===== src/rtl/sha_ctrl_pkg.sv =====
// Shared types and constants for the SHA block controller.
package sha_ctrl_pkg;

  typedef enum logic [1:0] {
    StIdle   = 2'b00,
    StRound  = 2'b01,
    StUpdate = 2'b10,
    StOutput = 2'b11
  } ctrl_state_e;

  localparam int unsigned ROUNDS_SHA256 = 64;
  localparam int unsigned ROUNDS_SHA1   = 80;

endpackage


===== src/rtl/sha_round_counter.sv =====
// Round index counter: counts 0..ROUNDS-1 and flags the final round.
module sha_round_counter #(
  parameter int unsigned ROUNDS = 64,
  localparam int unsigned RND_W = $clog2(ROUNDS)
) (
  input  logic             clk,
  input  logic             reset,
  input  logic             clear_i,
  input  logic             enable_i,
  output logic [RND_W-1:0] idx_o,
  output logic             terminal_o
);

  localparam logic [RND_W-1:0] LastIdx = RND_W'(ROUNDS - 1);

  logic [RND_W-1:0] idx_q, idx_d;

  // Saturates at the last round; only clear returns it to zero.
  always_comb begin
    idx_d = idx_q;
    if (clear_i) begin
      idx_d = '0;
    end else if (enable_i && (idx_q != LastIdx)) begin
      idx_d = idx_q + RND_W'(1);
    end
  end

  always_ff @(posedge clk) begin
    if (reset) begin
      idx_q <= '0;
    end else begin
      idx_q <= idx_d;
    end
  end

  assign idx_o      = idx_q;
  assign terminal_o = (idx_q == LastIdx);

endmodule


===== src/rtl/sha_block_ctrl.sv =====
// Block sequencing FSM for an iterative SHA datapath: block intake, rounds,
// digest accumulate and digest handoff, with abort and chain-error tracking.
module sha_block_ctrl
  import sha_ctrl_pkg::*;
#(
  parameter int unsigned ROUNDS = ROUNDS_SHA256,
  localparam int unsigned RND_W = $clog2(ROUNDS)
) (
  input  logic             clk,
  input  logic             reset,
  input  logic             block_valid_i,
  input  logic             block_first_i,
  input  logic             block_last_i,
  output logic             block_ready_o,
  input  logic             abort_i,
  input  logic             err_clr_i,
  output logic             load_iv_o,
  output logic             round_en_o,
  output logic [RND_W-1:0] round_idx_o,
  output logic             digest_update_o,
  output logic             digest_valid_o,
  input  logic             digest_ready_i,
  output logic             busy_o,
  output logic             chain_active_o,
  output logic             err_seq_o
);

  ctrl_state_e state_q, state_d;
  logic        last_q, last_d;
  logic        chain_q, chain_d;
  logic        err_q, err_d;
  logic        accept;
  logic        cnt_clear, cnt_en, cnt_terminal;

  sha_round_counter #(
    .ROUNDS(ROUNDS)
  ) u_round_counter (
    .clk       (clk),
    .reset     (reset),
    .clear_i   (cnt_clear),
    .enable_i  (cnt_en),
    .idx_o     (round_idx_o),
    .terminal_o(cnt_terminal)
  );

  always_comb begin
    state_d         = state_q;
    last_d          = last_q;
    chain_d         = chain_q;
    err_d           = err_q;
    load_iv_o       = 1'b0;
    round_en_o      = 1'b0;
    digest_update_o = 1'b0;
    digest_valid_o  = 1'b0;
    cnt_clear       = 1'b0;
    cnt_en          = 1'b0;

    block_ready_o = (state_q == StIdle) && !abort_i;
    accept        = block_ready_o && block_valid_i && !reset;

    if (err_clr_i) begin
      err_d = 1'b0;
    end

    unique case (state_q)
      StIdle: begin
        if (accept) begin
          if (block_first_i || chain_q) begin
            load_iv_o = block_first_i;
            last_d    = block_last_i;
            cnt_clear = 1'b1;
            state_d   = StRound;
          end else begin
            // Continuation with no chain: swallow the block, flag it.
            err_d = 1'b1;
          end
        end
      end
      StRound: begin
        round_en_o = 1'b1;
        if (cnt_terminal) begin
          cnt_clear = 1'b1;
          state_d   = StUpdate;
        end else begin
          cnt_en = 1'b1;
        end
      end
      StUpdate: begin
        digest_update_o = 1'b1;
        chain_d         = !last_q;
        state_d         = last_q ? StOutput : StIdle;
      end
      StOutput: begin
        digest_valid_o = 1'b1;
        if (digest_ready_i) begin
          state_d = StIdle;
        end
      end
      default: state_d = StIdle;
    endcase

    if (abort_i) begin
      state_d   = StIdle;
      cnt_clear = 1'b1;
      chain_d   = 1'b0;
      last_d    = 1'b0;
    end
  end

  always_ff @(posedge clk) begin
    if (reset) begin
      state_q <= StIdle;
      last_q  <= 1'b0;
      chain_q <= 1'b0;
      err_q   <= 1'b0;
    end else begin
      state_q <= state_d;
      last_q  <= last_d;
      chain_q <= chain_d;
      err_q   <= err_d;
    end
  end

  assign busy_o         = (state_q != StIdle);
  assign chain_active_o = chain_q;
  assign err_seq_o      = err_q;

endmodule


===== config.mk =====
export PLATFORM = sky130hd
export DESIGN_NAME = sha_block_ctrl
export DESIGN_NICKNAME = d
export VERILOG_FILES = /design/src/rtl/sha_ctrl_pkg.sv /design/src/rtl/sha_round_counter.sv /design/src/rtl/sha_block_ctrl.sv
export SDC_FILE = /design/constraint.sdc
export NUM_CORES = 1
export LEC_CHECK = 0
export BUFFER_PORTS_ARGS = -buffer_cell sky130_fd_sc_hd__buf_2
export CELL_PAD_IN_SITES_DETAIL_PLACEMENT = 2
export CELL_PAD_IN_SITES_GLOBAL_PLACEMENT = 2
export CORE_MARGIN = 2
export CORE_UTILIZATION = 23
export DETAILED_ROUTE_END_ITERATION = 12
export PLACE_DENSITY = 0.82
export SETUP_SLACK_MARGIN = 0.2
export SYNTH_ARGS = -nofsm -noshare
export SYNTH_HDL_FRONTEND = slang
export SYNTH_SLANG_ARGS = --single-unit

===== constraint.sdc =====
create_clock -name clk -period 1.2 [get_ports clk]
set_input_delay 0.24 -clock clk [delete_from_list [all_inputs] [get_ports clk]]
set_output_delay 0.24 -clock clk [all_outputs]
set_load 0.02 [all_outputs]

Yosys cells after proc, flatten, opt, wreduce, memory -nomap -nowiden
Index checks and enable logic that the tools add are counted.

word-level totals
  register bits = 11
  input bits = 8
  output and inout bits = 14
  logic and storage cells = 52

operators by class
  $add $sub $neg = 1
  eq/ne operators = 9
  mux-type cells = 23
  reductions and logical operators = 14

operator list
  operator                                               count
  2-to-1 mux 1 bit                                       16
  2-to-1 mux 2 bit                                       5
  one-hot mux 2 bit (4 select lines)                     1
  adder 6 x 1 -> 6 bit, second input constant            1
  equality test 6 bit, second input constant             1
  inequality test 2 bit, second input constant           3
  inequality test 6 bit, second input constant           1
  equality test 2 bit, second input constant             2
  logical AND 1 bit                                      4
  AND reduction 4 bit                                    1
  OR reduction 2 bit                                     2
  logical NOT 1 bit                                      3
  AND reduction 3 bit                                    1
  equality test 2 x 1 -> 1 bit, second input constant    1
  logical NOT 2 bit                                      1
  inequality test 2 x 1 -> 1 bit, second input constant  1
  one-hot mux 1 bit (2 select lines)                     1
  nonzero test 2 bit                                     1
  logical OR 1 bit                                       1

Logic depth before layout (Yosys ltp)
  depth after elaboration = 8
  mapped depth = 5
  mapped depth without buffers = 4

By module
From an unflattened synthesis, not the netlist that was laid out.

second synthesis, totals
  cell total of the unflattened synthesis = 69
  area total of the unflattened synthesis = 575.6 sq um

modules (own cells, without submodules)
  module             times used  cells each  area each (sq um)  sequential area each (sq um)
  sha_round_counter  1           32          292.8              120.1
  sha_block_ctrl     1           37          282.8              100.1

Least setup slack after synthesis
Ideal clock, no wire load.

  kind = reg-to-reg
  start = reg u_round_counter.idx_q[2], in the netlist u_round_counter.idx_o[2]
  end = reg u_round_counter.idx_q[5], in the netlist u_round_counter.idx_o[5]
  library setup time = 67 ps
  arrival = 1302 ps
  path slack = -168 ps
  stages on the path, launching flop included = 4
  buffers on the path = 0
  clock period less this slack = 1368 ps
  path through = dfxtp_1 -> nand3_2 -> or4_4 -> a21oi_2

on the way
  cells in the longest elaborated chain, start to end = 5
  elaborated cells on any way between the ends = 10

RTL lines
  what                                line                     text
  from (decl)                         sha_round_counter.sv:16  logic [RND_W-1:0] idx_q, idx_d;
  from (signal assigned)              sha_round_counter.sv:32  idx_q <= idx_d;
  equality test 6 bit                 sha_round_counter.sv:37  assign terminal_o = (idx_q == LastIdx);
  2-to-1 mux 1 bit                    sha_block_ctrl.sv:81     if (cnt_terminal) begin
  one-hot mux 1 bit (2 select lines)  sha_block_ctrl.sv:65     unique case (state_q)
  2-to-1 mux 1 bit                    sha_block_ctrl.sv:102    if (abort_i) begin
  OR reduction 2 bit (no line)        --

Parallel ways exist; a longest one is shown, timed or not.
A chain may end at the register's enable or synchronous reset.

Worst setup path after layout
  start = reg state_q[0]
  end = out block_ready_o

on the way
  cells in the longest elaborated chain, start to end = 2

RTL lines
  what                    line                   text
  from (decl)             sha_block_ctrl.sv:28   ctrl_state_e state_q, state_d;
  from (signal assigned)  sha_block_ctrl.sv:112  state_q <= StIdle;
  from (signal assigned)  sha_block_ctrl.sv:117  state_q <= state_d;
  logical NOT 2 bit       sha_block_ctrl.sv:58   block_ready_o = (state_q == StIdle) && !abort_i;
  logical AND 1 bit       sha_block_ctrl.sv:58
  to (decl)               sha_block_ctrl.sv:14   output logic block_ready_o,

Every way passes these cells.

==> results.cfg <==
[job]
maxCapViolations = 0

[grt]
first_global_vias = 808
antenna_found_initial = 0
grt.overflow.total = 0
grt_pass1_wl_um = 3850
grtUsageTotal = 0.178
grt_max_degree = 9

[routing]
drtAntennaViolNets = 0
firstDrtPassIters = 3
wirelength_um = 2430
drtIter0Drc = 1
vias = 732
routed_via_density = 4.88
avgRoutedWirePerCell_um = 16.2
drc_errors = 0

[die]
dieArea_um2 = 2990
die_w_um = 54.7
coreArea_um2 = 2450
num_rows = 18
die_h_um = 54.7
top_level_ports = 22
start_util = 0.241

[yosys]
yosysTopAreaCell = dfxtp_1
yosysSeqAreaShare = 0.372
netlist_area_um2 = 592
synth-seq-cells = 11
yosysWarnings = 0
ys_types = 31
synth_nets = 80
synth_top_area_frac = 0.372
syn-instance-count = 71
syn_avg_cell_area_um2 = 8.34
yosys-top-cells-area = dfxtp_1, inv_1, nand2_1, nor2_1, a21oi_1

[power]
p_leak_uw = 0.000478
pwr-share-clk = 0.338
p_int_uw = 552
switchingPower_uw = 209
pwr_density_cell_nw_per_um2 = 600
p_comb_frac = 0.197
vdd_drop_max_mv = 0.333
p_sw_frac = 0.274
seq_power_share = 0.465

[cells_and_area]
syn_to_final_growth_pct = 114
antenna_cells = 0
seq_area_um2 = 255
fillers = 262
num-nets-final = 130
final_common_cell = buf_6
final_core_util = 0.517
final_cell_mix = buf_6, buf_4, dfxtp_4, buf_2, inv_1
multi_input_area_um2 = 479
final_cells = 150
layout-drive-gt1-share = 0.742

[setup_path]
worstRegToRegCells = 5
crit_path_top_delay_cell = dfxtp_4
reg2reg_to = state_q[1]
cp-start-kind = flop
worst_path_largest_cell_delay_ns = 0.37
r2r_start = state_q[0]
path_max_fanout = 3
arrival_ns = 1.17
crit_path_end_kind = output pin
setup.worst_path.class = flop to output pin
path_cells = nor2_4, inv_4, buf_6, nor2_4, buf_6
cp.required_ns = 0.96
reg2reg_setup_slack_ns = -0.14

[placed_design]
gp_congestion = 0.689
dp_cells = 126
portBuffers = 21
dp_hpwl_um = 1450

[clocking]
cts_tree = built
cts.sinks = 11
clock_path_buffers = 2
clk_latency_ns = 0.26
cts_buffers = 3
cts_htree_levels = 1
cts_root_buffer = clkbuf_4
path_clk_slew_ns = 0.07

[worst_hold_path]
hp-class = input port to flop
worstHoldStart = reset
whs_path_depth = 2
min_to = err_seq_o

[timing]
finalCriticalPeriod_ns = 1.41
fin_skew_ns = 0.000625
post-route-period-util = 1.17
finalSetupViolations = 14
worstMarginPinSlew_ns = 0.254
setup_slack_ns = -0.209
max_slew_margin = 0.829
fmax_mhz = 710
report.final.slew_viol_count = 0
hold_viol = 0
hold_ws_ns = 0.152
rsz0062_at_grt = yes

[run_status]
violations = setup timing
outcome = finished with violations
metal layers:
layer | global-route usage | vias up | wire length, µm
met5 | 0 | - | 0
met4 | 0.0250 | 0 | 0
met3 | 0.0437 | 0 | 87
met2 | 0.319 | 16 | 1340
met1 | 0.215 | 360 | 996
li1 | - | 356 | -
registers in the layout, indices dropped and copies added (netlist names):
| name | count |
|---|---|
| last_q | 1 |
| u_round_counter.idx_o | 6 |
| state_q | 2 |
| err_seq_o | 1 |
| chain_active_o | 1 |
layout make-up:
cell class	count	share of cell area
clock buffers	4	0.0207
multi-input cells	51	0.378
well taps	30	0.0296
flip-flops and latches	11	0.201
inverters	8	0.0286
repair buffers	46	0.342
Yosys cell counts:
master and count:
buf_4 1, a221oi_1 1, a31oi_1 1, nand3_1 2, nand4_1 1, nor2_1 7
a41oi_1 1, o31ai_1 2, nor2b_1 1, or4_4 1, o31a_1 1, inv_2 1
o211ai_1 2, nand2b_4 1, nand2b_1 1, nand3_2 1, o311ai_1 1, xor2_1 1
inv_1 7, a21oi_2 1, dfxtp_1 11, a211oi_1 1, o31ai_4 1, nand3b_1 2
and2_1 1, a21oi_1 5, ha_1 1, nand2_1 7, or3_1 2, a311oi_1 1
o21ai_0 4
power groups by stage:
stage | registers, µW | clock network (µW) | logic, µW
after CTS | 356 | 266 | 135
after floorplan | 367 | 0 | 52.3
after detailed placement | 369 | 0 | 86.8
final | 354 | 257 | 150
after global routing | 355 | 298 | 160
after global placement | 369 | 0 | 83.0
critical path: cells and delay by family, from the launching register on:
kind	cells	cell delay (ns)
buffers and inverters	3	0.28
AND/OR/NAND/NOR	2	0.25
flip-flops	1	0.37
repair_timing:
action,CTS,global route
setup buffers,16,4
hold endpoints to repair,0,0
hold buffers,0,0
pin swaps,8,5
resized for setup,47,19
endpoints found under the setup margin,24,24
metrics by stage:
step	power, µW	setup TNS (ns)	worst slack [ns]	instance area (µm²)
5_1_grt	813	-2.36	-0.279	1270
2_1_floorplan	420	0	0.0509	676
3_3_place_gp	452	-0.0208	-0.0146	845
3_5_place_dp	456	-0.499	-0.0773	845
4_1_cts	756	-1.65	-0.206	1160
6_report	761	-1.58	-0.209	1270
logic make-up after synthesis:
| logic type | count (synthesis) | share of synthesized area |
|---|---|---|
| XOR/XNOR | 1 | 0.0148 |
| flip-flops | 11 | 0.372 |
| AO/OA/AOI/OAI | 22 | 0.275 |
| AND/OR/NAND/NOR | 27 | 0.254 |
| adder cells (fa/ha/maj) | 1 | 0.0211 |
| buffers and inverters | 9 | 0.0634 |
worst max path at each step:
stage | startpoint | endpoint | slack (ns)
2_1_floorplan | u_round_counter.idx_o[1] | u_round_counter.idx_o[4] | 0.05
3_3_place_gp | state_q[0] | u_round_counter.idx_o[3] | -0.01
3_5_place_dp | state_q[0] | u_round_counter.idx_o[0] | -0.08
4_1_cts | state_q[0] | block_ready_o | -0.21
5_1_grt | state_q[0] | block_ready_o | -0.28
6_report | state_q[0] | block_ready_o | -0.21
Power figures use the tool's default switching activity.
